===== src/rtl/ahb_slave_if_param.sv =====
// AHB front end of the AHB2APB bridge: decodes NUM_SLV equal APB regions, captures the
// transfer, stalls the bus with wait states while the APB side works, and returns ERROR on bad accesses.
module ahb_slave_if_param #(
  parameter int                ADDR_W    = 32,
  parameter int                DATA_W    = 32,
  parameter int                NUM_SLV   = 3,
  parameter logic [ADDR_W-1:0] BASE_ADDR = ADDR_W'(32'h4000_0000),
  parameter int                RGN_LOG2  = 12
) (
  input  logic               HCLK,
  input  logic               HRESET,
  input  logic [ADDR_W-1:0]  HADDR,
  input  logic [DATA_W-1:0]  HWDATA,
  input  logic [1:0]         HTRANS,
  input  logic               HWRITE,
  input  logic [2:0]         HSIZE,
  input  logic               HREADYin,
  input  logic [DATA_W-1:0]  PRDATA,
  input  logic               xfer_done,
  output logic [DATA_W-1:0]  HRDATA,
  output logic               HREADYout,
  output logic [1:0]         HRESP,
  output logic               valid,
  output logic [ADDR_W-1:0]  HADDR_Q,
  output logic [DATA_W-1:0]  HWDATA_Q,
  output logic               HWRITE_Q,
  output logic [2:0]         HSIZE_Q,
  output logic [NUM_SLV-1:0] TEMP_SEL
);

  typedef enum logic [2:0] {
    S_IDLE  = 3'd0,
    S_WDATA = 3'd1,
    S_PEND  = 3'd2,
    S_DONE  = 3'd3,
    S_ERR1  = 3'd4,
    S_ERR2  = 3'd5
  } state_e;

  localparam int              SIZE_MAX = $clog2(DATA_W / 8);
  // One bit wider than the address so a map reaching the top of the address space still compares correctly.
  localparam logic [ADDR_W:0] RGN_SPAN = (ADDR_W + 1)'(NUM_SLV) << RGN_LOG2;

  state_e              state_q, state_d;
  logic [ADDR_W-1:0]   haddr_q, haddr_d;
  logic [DATA_W-1:0]   hwdata_q, hwdata_d;
  logic [DATA_W-1:0]   hrdata_q, hrdata_d;
  logic                hwrite_q, hwrite_d;
  logic [2:0]          hsize_q, hsize_d;
  logic [NUM_SLV-1:0]  temp_sel_q, temp_sel_d;
  logic                hready_q, hready_d;
  logic [1:0]          hresp_q, hresp_d;
  logic                valid_q, valid_d;

  logic                accept_s;
  logic [ADDR_W-1:0]   offset_s;
  logic [ADDR_W-1:0]   rgn_idx_s;
  logic                hit_s;
  logic [6:0]          align_mask_s;
  logic                dec_err_s;
  logic [NUM_SLV-1:0]  sel_s;

  // Address decode and alignment check of the address-phase inputs
  always_comb begin
    offset_s     = HADDR - BASE_ADDR;
    rgn_idx_s    = offset_s >> RGN_LOG2;
    hit_s        = ({1'b0, offset_s} < RGN_SPAN);
    align_mask_s = ~(7'h7F << HSIZE);
    dec_err_s    = !hit_s || (HSIZE > 3'(SIZE_MAX)) || (|(HADDR[6:0] & align_mask_s));
    sel_s        = '0;
    for (int i = 0; i < NUM_SLV; i++) begin
      sel_s[i] = hit_s && (rgn_idx_s == ADDR_W'(i));
    end
    accept_s = ((state_q == S_IDLE) || (state_q == S_DONE) || (state_q == S_ERR2)) &&
               HREADYin && HTRANS[1];
  end

  // Next-state logic
  always_comb begin
    state_d = state_q;
    case (state_q)
      S_IDLE, S_DONE, S_ERR2: begin
        if (accept_s) begin
          if (dec_err_s) begin
            state_d = S_ERR1;
          end else if (HWRITE) begin
            state_d = S_WDATA;
          end else begin
            state_d = S_PEND;
          end
        end else begin
          state_d = S_IDLE;
        end
      end
      S_WDATA: state_d = S_PEND;
      S_PEND: begin
        if (xfer_done) begin
          state_d = S_DONE;
        end else begin
          state_d = S_PEND;
        end
      end
      S_ERR1:  state_d = S_ERR2;
      default: state_d = S_IDLE;
    endcase
  end

  // Captured transfer attributes, write data and read data
  always_comb begin
    haddr_d    = haddr_q;
    hwrite_d   = hwrite_q;
    hsize_d    = hsize_q;
    temp_sel_d = temp_sel_q;
    hwdata_d   = hwdata_q;
    hrdata_d   = hrdata_q;
    if (accept_s) begin
      haddr_d    = HADDR;
      hwrite_d   = HWRITE;
      hsize_d    = HSIZE;
      temp_sel_d = dec_err_s ? '0 : sel_s;
    end else begin
      haddr_d    = haddr_q;
      temp_sel_d = temp_sel_q;
    end
    if (state_q == S_WDATA) begin
      hwdata_d = HWDATA;
    end else begin
      hwdata_d = hwdata_q;
    end
    if ((state_q == S_PEND) && xfer_done && !hwrite_q) begin
      hrdata_d = PRDATA;
    end else begin
      hrdata_d = hrdata_q;
    end
  end

  // Moore outputs decoded from the next state so they leave a flop
  always_comb begin
    hready_d = 1'b1;
    hresp_d  = 2'b00;
    valid_d  = 1'b0;
    case (state_d)
      S_IDLE:  begin hready_d = 1'b1; hresp_d = 2'b00; end
      S_WDATA: begin hready_d = 1'b0; hresp_d = 2'b00; end
      S_PEND:  begin hready_d = 1'b0; hresp_d = 2'b00; valid_d = 1'b1; end
      S_DONE:  begin hready_d = 1'b1; hresp_d = 2'b00; end
      S_ERR1:  begin hready_d = 1'b0; hresp_d = 2'b01; end
      S_ERR2:  begin hready_d = 1'b1; hresp_d = 2'b01; end
      default: begin hready_d = 1'b1; hresp_d = 2'b00; end
    endcase
  end

  // State and datapath registers; reset drops any transfer in flight
  always_ff @(posedge HCLK or posedge HRESET) begin
    if (HRESET) begin
      state_q    <= S_IDLE;
      haddr_q    <= '0;
      hwdata_q   <= '0;
      hrdata_q   <= '0;
      hwrite_q   <= 1'b0;
      hsize_q    <= 3'd0;
      temp_sel_q <= '0;
      hready_q   <= 1'b1;
      hresp_q    <= 2'b00;
      valid_q    <= 1'b0;
    end else begin
      state_q    <= state_d;
      haddr_q    <= haddr_d;
      hwdata_q   <= hwdata_d;
      hrdata_q   <= hrdata_d;
      hwrite_q   <= hwrite_d;
      hsize_q    <= hsize_d;
      temp_sel_q <= temp_sel_d;
      hready_q   <= hready_d;
      hresp_q    <= hresp_d;
      valid_q    <= valid_d;
    end
  end

  assign HRDATA    = hrdata_q;
  assign HREADYout = hready_q;
  assign HRESP     = hresp_q;
  assign valid     = valid_q;
  assign HADDR_Q   = haddr_q;
  assign HWDATA_Q  = hwdata_q;
  assign HWRITE_Q  = hwrite_q;
  assign HSIZE_Q   = hsize_q;
  assign TEMP_SEL  = temp_sel_q;

endmodule

===== config.mk =====
export PLATFORM = sky130hd
export DESIGN_NAME = ahb_slave_if_param
export DESIGN_NICKNAME = d
export VERILOG_FILES = /design/src/rtl/ahb_slave_if_param.sv
export SDC_FILE = /design/constraint.sdc
export NUM_CORES = 1
export LEC_CHECK = 0
export ABC_AREA = 1
export CORE_MARGIN = 3
export CORE_UTILIZATION = 44
export DETAILED_ROUTE_END_ITERATION = 7
export PLACE_DENSITY = 0.86
export RECOVER_POWER = 50
export SYNTH_ARGS = -nofsm -noshare
export SYNTH_HDL_FRONTEND = slang
export SYNTH_SLANG_ARGS = --single-unit
export TNS_END_PERCENT = 1

===== constraint.sdc =====
create_clock -name HCLK -period 5.6 [get_ports HCLK]
set_clock_uncertainty 0.05 [all_clocks]
set_input_delay 0.84 -clock HCLK [delete_from_list [all_inputs] [get_ports HCLK]]
set_output_delay 0.84 -clock HCLK [all_outputs]
set_load 0.01 [all_outputs]

==> impl_metrics.toml <==
[synthesis]
synth_warnings = 0
synth.ff_latch_count = 109
synth.distinct_cells = 24
mappedNetlistNets = 470
postSynthAreaPerCell_um2 = 12.0
synth.yosys.seq_area_share_pct = 62.3
netlist_area_um2 = 4380
netlist_instances = 364

[power_and_ir_drop]
clock_power_share_pct = 13.2
seq_power_share_pct = 40.2
switching_power_w = 0.00109
irDropWorstVdd_v = 0.000239
power-per-cell-area_nw_per_um2 = 499
switching_share_pct = 32.4
totalPowerFinal_w = 0.00336
power.share.combinational_pct = 46.5
total_leakage_power_nw = 3.22
cell_internal_pwr_w = 0.00227

[critical_path]
rr_startpoint = "state_q[1]$_DFF_PP0_"
critical-path-max-stage-delay_ps = 1140
critical_path_buf_inv_count = 2
path_max_fanout = 53
cp-startpoint = "state_q[1]$_DFF_PP0_"
path_cells = "inv_1 -> nand3_1 -> nand3_2 -> inv_2 -> nand2_1 -> o21ai_0"
timing.setup.critical_path_class = "reg -> reg"
critPathArrivalTime_ps = 4160
cp-end-kind = "flip-flop"
worst_path_max_delay_cell = "sky130_fd_sc_hd__nand3_1"
critical_path.top_delay_family = "simple AND/OR/NAND/NOR gates"
worstPathRequired_ps = 5820
setup.worst_path.start_class = "flip-flop"

[grt]
grt_util_all_layers_pct = 20.6
antenna_found_initial = 0
grt_remaining_overflow = 0
grt_max_degree = 65
grt_pass1_wl_um = 18300
first_global_vias = 3602

[worst_hold_path]
hold_path_class = "reg -> reg"
hold_path_startpoint = "HADDR_Q[16]$_DFFE_PP0P_"

[clock_tree]
clk_pin_slew_worst_paths_ps = 90
clock_tree_from_tritoncts = "yes"
cts.path.max_buffers = 2
hold_buffers = 0
number_of_buffers_inserted_during_clock_tree_synthesis = 9
cts.htree.levels = 3
postCtsSetupRepairBufs = 0
cts_root_buffer = "sky130_fd_sc_hd__clkbuf_8"
cts-resized-gates = 0
clock_sink_count = 109
clock_insertion_delay_worst_skew_ps = 350

[die]
io-pin-count = 213
core_region_area_um2 = 9460
dieArea_um2 = 11200
floorplan.die.width_um = 106
core.rowCount = 35
die_y_um = 106
initial_core_util_pct = 46.3

[run_status]
violations_in_the_final_reports = "max-capacitance violations, max-slew violations"
status = "finished, violations left"

[sta]
finalHoldViolCount = 0
max_freq_mhz = 254
finalWorstSetupSlack_ps = 1660
max_slew_violation_count = 82
worst_pin_slew_ps = 1950
setup_total_negative_slack_ps = 0
final_min_period_over_clock_period_pct = 70.3
maxSlewHeadroom_pct = -30.5
rsz_0062_raised_after_global_routing = "false"
setup_viol_count_final = 0
layout_min_cycle_time_ps = 3940

[placed_design]
buffer_ports.inserted = 210
pre_cts_ws_ps = 2000
place_congestion = 0.750
dp_hpwl_um = 8640

[routing]
wl_met3_um = 986
dr_total_vias = 3362
drt-wirelength-per-cell_um = 16.2
drt_iter0_markers = 118
routed_wirelength_um = 11400
met2_wirelength_um = 5920
ant_nets = 0
met1_length_um = 4280
drt_first_pass_iters = 4
drc = 0
topRoutingLayerUsed = "met4"
route.detailed.vias_per_inst = 4.77

[layout]
commonest_non_fill_non_tap_cells_in_the_layout = "sky130_fd_sc_hd__clkdlybuf4s50_1, sky130_fd_sc_hd__nand2_1, sky130_fd_sc_hd__dfrtp_1"
fin_nets = 678
final_util_pct = 71.3
diodes = 0
layout_commonest_cell = "sky130_fd_sc_hd__clkdlybuf4s50_1"
area_growth_syn_to_layout_pct = 54.0
post_route_cells_drive_above_1_share_pct = 14.9

[run]
max_cap_viol_count = 2
[stage by stage]
step | instance area (um^2) | hold slack, ps | std cells
2_1_floorplan | 4380 | 465 | 364
3_3_place_gp | 6560 | 413 | 690
6_report | 6740 | 434 | 705
5_1_grt | 6740 | 455 | 705
4_1_cts | 6750 | 441 | 705
3_5_place_dp | 6560 | 414 | 690
[cells in the mapped netlist]
| cell type | number | share of area, % |
|---|---|---|
| sky130_fd_sc_hd__nand2_1 | 109 | 9.3 |
| sky130_fd_sc_hd__dfrtp_1 | 108 | 62 |
| sky130_fd_sc_hd__mux2_2 | 34 | 8.7 |
| sky130_fd_sc_hd__mux2_4 | 30 | 10 |
| sky130_fd_sc_hd__inv_1 | 23 | 2.0 |
| sky130_fd_sc_hd__nor2_1 | 14 | 1.2 |
| sky130_fd_sc_hd__o21ai_0 | 10 | 1.1 |
| sky130_fd_sc_hd__buf_2 | 7 | 0.80 |
| sky130_fd_sc_hd__nand3_1 | 5 | 0.57 |
| sky130_fd_sc_hd__a21oi_1 | 3 | 0.34 |
| sky130_fd_sc_hd__buf_6 | 3 | 0.77 |
| sky130_fd_sc_hd__clkbuf_1 | 3 | 0.26 |
| sky130_fd_sc_hd__nand3_2 | 3 | 0.69 |
| sky130_fd_sc_hd__nor3_1 | 2 | 0.23 |
| sky130_fd_sc_hd__buf_4 | 1 | 0.17 |
| sky130_fd_sc_hd__conb_1 | 1 | 0.086 |
| sky130_fd_sc_hd__dfstp_2 | 1 | 0.60 |
| sky130_fd_sc_hd__inv_2 | 1 | 0.086 |
| sky130_fd_sc_hd__nand4_1 | 1 | 0.14 |
| sky130_fd_sc_hd__nor3_2 | 1 | 0.23 |
| sky130_fd_sc_hd__nor4_1 | 1 | 0.14 |
| sky130_fd_sc_hd__o21ai_1 | 1 | 0.11 |
| sky130_fd_sc_hd__o21bai_1 | 1 | 0.17 |
| sky130_fd_sc_hd__o31ai_1 | 1 | 0.17 |
[layout make-up]
type                    count  area, um^2
flip-flops and latches    109        2730
repair buffers            211        2110
multi-input cells         217        1470
fillers                   689        2720
inverters                  24        91.3
clock inverters             4        32.5
clock buffers              11         151
well taps                 129         161
[power groups by stage]
stage	sequential [W]	combinational (W)	clock, W
2_1_floorplan	0.00153	0.000578	0
6_report	0.00135	0.00157	0.000444
4_1_cts	0.00137	0.00170	0.000456
5_1_grt	0.00140	0.00169	0.000487
3_3_place_gp	0.00135	0.00166	0
3_5_place_dp	0.00138	0.00169	0
[worst reg2reg max path, delay by kind of cell (launching register included)]
family | cells | cell delay (ps)
simple gates | 3 | 2360
buf+inv | 2 | 870
flops | 1 | 390
compound gates | 1 | 190
[final timing paths]
check	end	slack [ps]	cells after the start
max	TEMP_SEL[1]$_DFFE_PP0P_	1660	6
min	HADDR_Q[16]$_DFFE_PP0P_	430	2
max reg2reg	TEMP_SEL[1]$_DFFE_PP0P_	1660	6
min reg2reg	HADDR_Q[16]$_DFFE_PP0P_	430	2
max in group asynchronous	HWRITE_Q$_DFFE_PP0P_	2560	3
min in group asynchronous	HRDATA[1]$_DFFE_PP0P_	1380	2
[flip-flops by register name, indices dropped and copies added, names as in the netlist, 3 cells and up]
| name | count |
|---|---|
| HADDR_Q | 32 |
| HRDATA | 32 |
| HWDATA_Q | 32 |
| HSIZE_Q | 3 |
| TEMP_SEL | 3 |
| state_q | 3 |
[cells by family (layout without fill, tap and decap cells)]
logic type	after synthesis	after routing	share of synthesized area, %
mux	64	64	19.0
compound gates	16	16	1.94
other cells	1	1	0.0857
buf+inv	38	250	4.06
simple gates	136	136	12.5
flops	109	109	62.3
[per-layer routing]
metal  GRT usage [%]  up-vias
li1                -     1581
met3            6.61       19
met4            6.38        0
met2            37.2      140
met5               0        -
met1            22.9     1622
Power figures use the tool's default switching activity.
